$ cat src/rtl/hyperspace_out_framer.sv
// hyperspace_out_framer: FIFO-buffered pad-side output stage that regenerates and checks FRAME_LEN framing.
// Optional build define HYPERSPACE_OUT_BITREV_EN bit-reverses m_data for reversed pad bus wiring.
module hyperspace_out_framer #(
  parameter int DATA_W    = 16,
  parameter int DEPTH     = 4,
  parameter int FRAME_LEN = 1536
) (
  input  logic                       clock,
  input  logic                       reset,
  input  logic                       s_valid,
  output logic                       s_ready,
  input  logic [DATA_W-1:0]          s_data,
  input  logic                       s_last,
  output logic                       m_valid,
  input  logic                       m_ready,
  output logic [DATA_W-1:0]          m_data,
  output logic                       m_last,
  output logic [$clog2(DEPTH):0]     level,
  output logic [15:0]                frame_cnt,
  output logic                       frame_err,
  input  logic                       err_clr
);

  localparam int AW = $clog2(DEPTH);
  localparam int LW = AW + 1;
  localparam int CW = $clog2(FRAME_LEN + 1);
  localparam logic [LW-1:0] FULL_LVL = LW'(DEPTH);
  localparam logic [CW-1:0] LAST_IDX = CW'(FRAME_LEN - 1);

`ifdef HYPERSPACE_OUT_BITREV_EN
  function automatic logic [DATA_W-1:0] bit_reverse(input logic [DATA_W-1:0] w);
    logic [DATA_W-1:0] r;
    for (int i = 0; i < DATA_W; i++) begin
      r[i] = w[DATA_W-1-i];
    end
    return r;
  endfunction
`endif

  logic [DATA_W:0]   mem_r [DEPTH];
  logic [AW-1:0]     wr_ptr_r;
  logic [AW-1:0]     rd_ptr_r;
  logic [LW-1:0]     level_r;
  logic [CW-1:0]     wcnt_r;
  logic [15:0]       frame_cnt_r;
  logic              frame_err_r;

  logic              push_s;
  logic              pop_s;
  logic              head_last_s;
  logic              at_end_s;
  logic              mismatch_s;
  logic              m_last_s;
  logic [DATA_W-1:0] head_data_s;
  logic [LW-1:0]     level_nxt_s;
  logic [CW-1:0]     wcnt_nxt_s;
  logic [15:0]       frame_cnt_nxt_s;
  logic              frame_err_nxt_s;

  // Handshakes come from registered occupancy only, so m_ready never reaches s_ready.
  assign s_ready     = (level_r != FULL_LVL);
  assign m_valid     = (level_r != {LW{1'b0}});
  assign push_s      = s_valid & s_ready;
  assign pop_s       = m_valid & m_ready;
  assign head_last_s = mem_r[rd_ptr_r][DATA_W];
  assign head_data_s = mem_r[rd_ptr_r][DATA_W-1:0];
  assign at_end_s    = (wcnt_r == LAST_IDX);
  assign m_last_s    = m_valid & (head_last_s | at_end_s);
  assign mismatch_s  = pop_s & (head_last_s != at_end_s);

  assign m_last      = m_last_s;
  assign level       = level_r;
  assign frame_cnt   = frame_cnt_r;
  assign frame_err   = frame_err_r;

`ifdef HYPERSPACE_OUT_BITREV_EN
  assign m_data = bit_reverse(head_data_s);
`else
  assign m_data = head_data_s;
`endif

  // FIFO storage and pointers; storage is cleared so m_data reads zero out of reset.
  always_ff @(posedge clock) begin
    if (reset) begin
      for (int i = 0; i < DEPTH; i++) begin
        mem_r[i] <= {(DATA_W+1){1'b0}};
      end
      wr_ptr_r <= {AW{1'b0}};
      rd_ptr_r <= {AW{1'b0}};
    end else begin
      if (push_s) begin
        mem_r[wr_ptr_r] <= {s_last, s_data};
        wr_ptr_r        <= wr_ptr_r + AW'(1);
      end
      if (pop_s) begin
        rd_ptr_r <= rd_ptr_r + AW'(1);
      end
    end
  end

  // Next-state for occupancy, in-frame word counter, frame counter and sticky error.
  always_comb begin
    level_nxt_s     = level_r;
    wcnt_nxt_s      = wcnt_r;
    frame_cnt_nxt_s = frame_cnt_r;
    frame_err_nxt_s = frame_err_r;

    case ({push_s, pop_s})
      2'b10:   level_nxt_s = level_r + LW'(1);
      2'b01:   level_nxt_s = level_r - LW'(1);
      default: level_nxt_s = level_r;
    endcase

    if (pop_s && m_last_s) begin
      wcnt_nxt_s      = {CW{1'b0}};
      frame_cnt_nxt_s = frame_cnt_r + 16'd1;
    end else if (pop_s) begin
      wcnt_nxt_s      = wcnt_r + CW'(1);
      frame_cnt_nxt_s = frame_cnt_r;
    end else begin
      wcnt_nxt_s      = wcnt_r;
      frame_cnt_nxt_s = frame_cnt_r;
    end

    // A mismatch in the same cycle as err_clr keeps the flag set.
    if (mismatch_s) begin
      frame_err_nxt_s = 1'b1;
    end else if (err_clr) begin
      frame_err_nxt_s = 1'b0;
    end else begin
      frame_err_nxt_s = frame_err_r;
    end
  end

  // Control state registers.
  always_ff @(posedge clock) begin
    if (reset) begin
      level_r     <= {LW{1'b0}};
      wcnt_r      <= {CW{1'b0}};
      frame_cnt_r <= 16'd0;
      frame_err_r <= 1'b0;
    end else begin
      level_r     <= level_nxt_s;
      wcnt_r      <= wcnt_nxt_s;
      frame_cnt_r <= frame_cnt_nxt_s;
      frame_err_r <= frame_err_nxt_s;
    end
  end

endmodule

$ cat config.mk
export PLATFORM = sky130hd
export DESIGN_NAME = hyperspace_out_framer
export DESIGN_NICKNAME = d
export VERILOG_FILES = /design/src/rtl/hyperspace_out_framer.sv
export SDC_FILE = /design/constraint.sdc
export NUM_CORES = 1
export LEC_CHECK = 0
export CAP_MARGIN = 40
export CORE_MARGIN = 1.5
export CORE_UTILIZATION = 56
export CTS_BUF_LIST = sky130_fd_sc_hd__clkbuf_4 sky130_fd_sc_hd__clkbuf_8
export CTS_CLUSTER_SIZE = 16
export DETAILED_ROUTE_END_ITERATION = 10
export GPL_ROUTABILITY_DRIVEN = 0
export GPL_TIMING_DRIVEN = 0
export PLACE_DENSITY = 0.84
export SYNTH_ARGS = -nofsm -noshare
export SYNTH_HDL_FRONTEND = slang
export SYNTH_SLANG_ARGS = --single-unit
$ cat constraint.sdc
create_clock -name clock -period 3.1 [get_ports clock]
set_clock_uncertainty 0.1 [all_clocks]
set_input_delay 0.93 -clock clock [delete_from_list [all_inputs] [get_ports clock]]
set_output_delay 0.93 -clock clock [all_outputs]
set_load 0.05 [all_outputs]
After elaboration in Yosys (flattened, before gate mapping)
Memories as Yosys holds them, arrays and structs flattened. A register that Yosys moved wholly into a read port is not among the register bits.
Cells that the tools add are included.
Storage, ports and cells
  word-level logic and storage cells: 42
  RAM bits: 68
  memories: 1
  output and inout bits: 39
  input bits: 22
  register bits: 35
Memory list
  mem_r: words 4, width 17, rd ports 1, clocked after Yosys merged registers in 1, wr ports 4, line 40  | logic [DATA_W:0] mem_r [DEPTH];
Cells by class
  reduce and logical (&&, ||, !) cells: 6
  muxes and demuxes: 13
  eq/ne operators: 5
  $add $sub $neg: 6
  bitwise logic cells: 5
Operator list (number)
  $mux W17: 1
  $reduce_or A17 Y1: 1
  $add A16 B1 Y16 const B: 1
  $add A11 B1 Y11 const B: 1
  $eq A11 B11 Y1 const B: 1
  $mux W1: 8
  $mux W2: 3
  $pmux W3 S2: 1
  $add A2 B1 Y2 const B: 2
  $and A1 B1 Y1: 4
  $reduce_bool A2 Y1: 2
  $add A3 B1 Y3 const B: 1
  $ne A3 B3 Y1 const B: 1
  $reduce_bool A3 Y1: 1
  $sub A3 B1 Y3 const B: 1
  $eq A2 B1 Y1 const B: 1
  $eq A2 B2 Y1 const B: 1
  $reduce_or A2 Y1: 1
  $logic_and A1 B1 Y1: 1
  $ne A1 B1 Y1: 1
  $or A1 B1 Y1: 1

Logic depth before layout (Yosys ltp)
  depth in word-level cells: 7
  gate-level depth with buffers: 9
  depth with buffers taken out: 8

Worst setup path before layout
No wires, ideal clock.
  path type: register -> output
  start: register wcnt_r[0]
  end: output port m_last
  cell stages (with the launch flop): 6
  required time: 2.070 ns
  path slack: 0.057 ns
  data arrival time: 2.013 ns
  path buffers: 0
  cell sequence: dfxtp_1 ha_1 nand2_1 or4_1 ha_1 nor2_1
Between the ends
  word-level cells in the longest chain between the ends: 3
RTL lines
  start: declaration: line 44  | logic [CW-1:0] wcnt_r;
  start signal: assignment: line 139  | wcnt_r <= {CW{1'b0}};
  start signal: assignment: line 144  | wcnt_r <= wcnt_nxt_s;
  $eq A11 B11 Y1: line 67  | assign at_end_s = (wcnt_r == LAST_IDX);
  $or A1 B1 Y1: line 68  | assign m_last_s = m_valid & (head_last_s | at_end_s);
  $and A1 B1 Y1: line 68
  end: declaration: line 17  | output logic m_last,
Every way passes these cells.

Final worst setup path
Same ends and word-level chain as after synthesis.

==> flow_metrics.tcl <==
set metrics [dict create \
    ctsHtreeMaxLevel 3 \
    avgRoutedWirePerCell_um 18.3 \
    path_cells "ha_2, nand2_2, or4_1, ha_2, nor2_2, buf_6" \
    worst-setup-path-type "flop to primary output" \
    drtPass1Iterations 4 \
    cts_buffer_depth 2 \
    max_freq_ghz 0.329 \
    routed_wl_mm 10.1 \
    synth.most_common_cell "edfxtp_1" \
    die_x_um 94.0 \
    area_growth_syn_to_layout_pct 20.1 \
    syn_nets 395 \
    netlist.area_leader.share 0.440 \
    place_area_um2 5370 \
    n_antenna_cell 0 \
    fin_area_um2 5570 \
    dieArea_um2 8830 \
    worst_pin_slew_ns 0.912 \
    nFillCells 590 \
    syn_area_um2 4640 \
    grt_start_max_net_pins 18 \
    via_per_inst 5.77 \
    cp_top_family "simple AND/OR/NAND/NOR gates" \
    vdd_drop_max_mv 0.508 \
    cp.buffers_inverters 1 \
    met3_length_um 579 \
    overflow 0 \
    row_count 33 \
    synth.distinct_cells 39 \
    pwr_density_cell_nw_per_um2 720 \
    dr.max_layer_used "met4" \
    root_buffer "clkbuf_8" \
    utilization 0.684 \
    final_nets 465 \
    hold_viol_final 0 \
    syn_area_per_cell_um2 12.6 \
    grt_usage 0.250 \
    route.met2.wl_mm 5.12 \
    yosys.area.top_type "edfxtp_1" \
    setup_viol 0 \
    ys.flop_type "edfxtp_1" \
    timing.final.crit_period_ns 3.04 \
    hold_ws_ns 0.373 \
    p_leak_nw 2.07 \
    clk_latency_ns 0.36 \
    pin_count 61 \
    ys_top_cells_by_area "edfxtp_1 (44%), dfxtp_1 (16%), mux4_2 (8.3%), and2_1 (4.6%), and3_1 (4.6%)" \
    drc 0 \
    design.core.area_um2 8130 \
    ys_ff_latch 105 \
    max-cap-violations 0 \
    start_util 0.570 \
    setup-tns-final_ns 0 \
    vias 3161 \
    antenna_left 0 \
    yosys_warnings 0 \
    clock_sinks 105 \
    drt-met1-wl_mm 4.12 \
    async_flop_share 0 \
    crit_arrival_ns 2.01 \
    die_y_um 94.0 \
    drtIter0Drc 146 \
    period_share 0.981 \
    syn_inst 368 \
    drive_above_1_share 0.158 \
    portBuffers 59 \
    antenna_found_initial 0 \
    slew_viol_final 0 \
    synth_edf_count 68 \
    cts_buffers 9 \
    cp-start-kind "flop" \
    crit_fanout 5 \
    max_slew_margin 0.392 \
    grt_pass1_wl_mm 16.4 \
    cp_common_cell "ha_2" \
    worst_path_max_delay_cell "or4_1" \
    cts_tree "yes" \
    grt_pass1_vias 3350 \
    cp.required_ns 2.07 \
    dpl.hpwl_mm 6.68 \
    status "complete, no violations" \
    synthTopCellsByCount "edfxtp_1 (68), dfxtp_1 (37), and2_1 (34), and3_1 (34), nor2_1 (34)" \
    end_kind "primary output" \
    hold_class "flop to flop" \
    ys_seq_area_frac 0.600 \
    grt_setup_unrepaired "yes" \
    cp_slowest_stage_delay_ns 0.52 \
    clkTransAtPathRegs_ns 0.10 \
]
worst paths after layout:
kind	startpoint	cells after the start	slack [ns]	endpoint
setup / recovery	wcnt_r[0]$_SDFFE_PP0P_	6	0.06	m_last
hold / removal	wcnt_r[1]$_SDFFE_PP0P_	2	0.37	wcnt_r[1]$_SDFFE_PP0P_
setup reg to reg	wcnt_r[0]$_SDFFE_PP0P_	9	0.26	frame_cnt[14]$_SDFFE_PP0P_
hold reg to reg	wcnt_r[1]$_SDFFE_PP0P_	2	0.37	wcnt_r[1]$_SDFFE_PP0P_
logic make-up (layout without fill, tap and decap cells):
kind of cell,Yosys count,in the layout,synth area share
and+or+nand+nor,166,166,0.200
DFF,105,105,0.600
buffers and inverters,29,104,0.0243
xor gates and xnor gates,23,23,0.0435
muxes,21,21,0.0923
AOI/OAI and AO/OA,19,19,0.0246
adders and majority gates,5,5,0.0151
report_power, final:
group	leakage, nW	internal (mW)	switching (mW)
sequential	1.01	1.66	0.119
combinational	0.960	0.473	0.883
clock	0.104	0.411	0.466
total	2.07	2.54	1.47
state kept, by name (all words and copies together), names as in the netlist, named ones only:
name / count
level: 3
wcnt_r: 11
wr_ptr_r: 2
mem_r: 68
frame_err: 1
rd_ptr_r: 2
frame_cnt: 16
stage by stage:
stage,total power [mW],setup slack [ns],cells
finish,4.01,0.0579,548
global route,4.17,-0.0499,548
CTS,4.02,-0.00805,548
detailed placement,3.19,-0.607,533
global placement,3.15,-0.523,532
floorplan,2.74,0.0567,368
layer usage:
| layer | up-vias | track usage |
|---|---|---|
| met5 | - | 0 |
| met4 | 0 | 0.126 |
| met3 | 22 | 0.0461 |
| met2 | 117 | 0.432 |
| met1 | 1555 | 0.300 |
| li1 | 1467 | - |
placed cells by master (no fill, tap or decap), drive strengths merged, types with 2 or more instances in the layout:
| master | n |
|---|---|
| nor2 | 34 |
| nand2 | 13 |
| xor2 | 7 |
| edfxtp | 68 |
| a21oi | 9 |
| dlygate4sd2 | 7 |
| nor3 | 5 |
| clkinv | 3 |
| nand4 | 4 |
| clkdlybuf4s50 | 41 |
| nand3 | 8 |
| mux4 | 17 |
| ha | 4 |
| or4 | 2 |
| nor4 | 11 |
| and2 | 34 |
| xnor2 | 16 |
| nor2b | 7 |
| clkbuf | 34 |
| nand2b | 3 |
| dfxtp | 37 |
| mux2 | 4 |
| buf | 7 |
| inv | 9 |
| and3 | 34 |
| or2 | 2 |
| o21ai | 6 |
| or3 | 5 |
cell type report:
class | instances | area (µm²) | share of cell area
multi-input cells | 234 | 1760 | 0.317
repair buffers | 61 | 559 | 0.100
clock inverters | 5 | 63.8 | 0.0115
plain buffers | 18 | 78.8 | 0.0142
flip-flops and latches | 105 | 2790 | 0.501
inverters | 9 | 33.8 | 0.00607
clock buffers | 11 | 145 | 0.0261
well taps | 105 | 131 | 0.0236
worst reg2reg max path: cells and delay by family, from the launching register on:
kind / cells / cell delay, ns
DFF: 1 / 0.35
and+or+nand+nor: 5 / 1.58
buffers and inverters: 1 / 0.17
adders and majority gates: 2 / 0.42
AOI/OAI and AO/OA: 1 / 0.15
what timing repair did:
action                     CTS  global route
setup endpoints to repair   18            11
buffers inserted             1             0
hold buffers                 0             0
resized for setup           33            23
No activity file was read; power rests on OpenSTA's default activity.
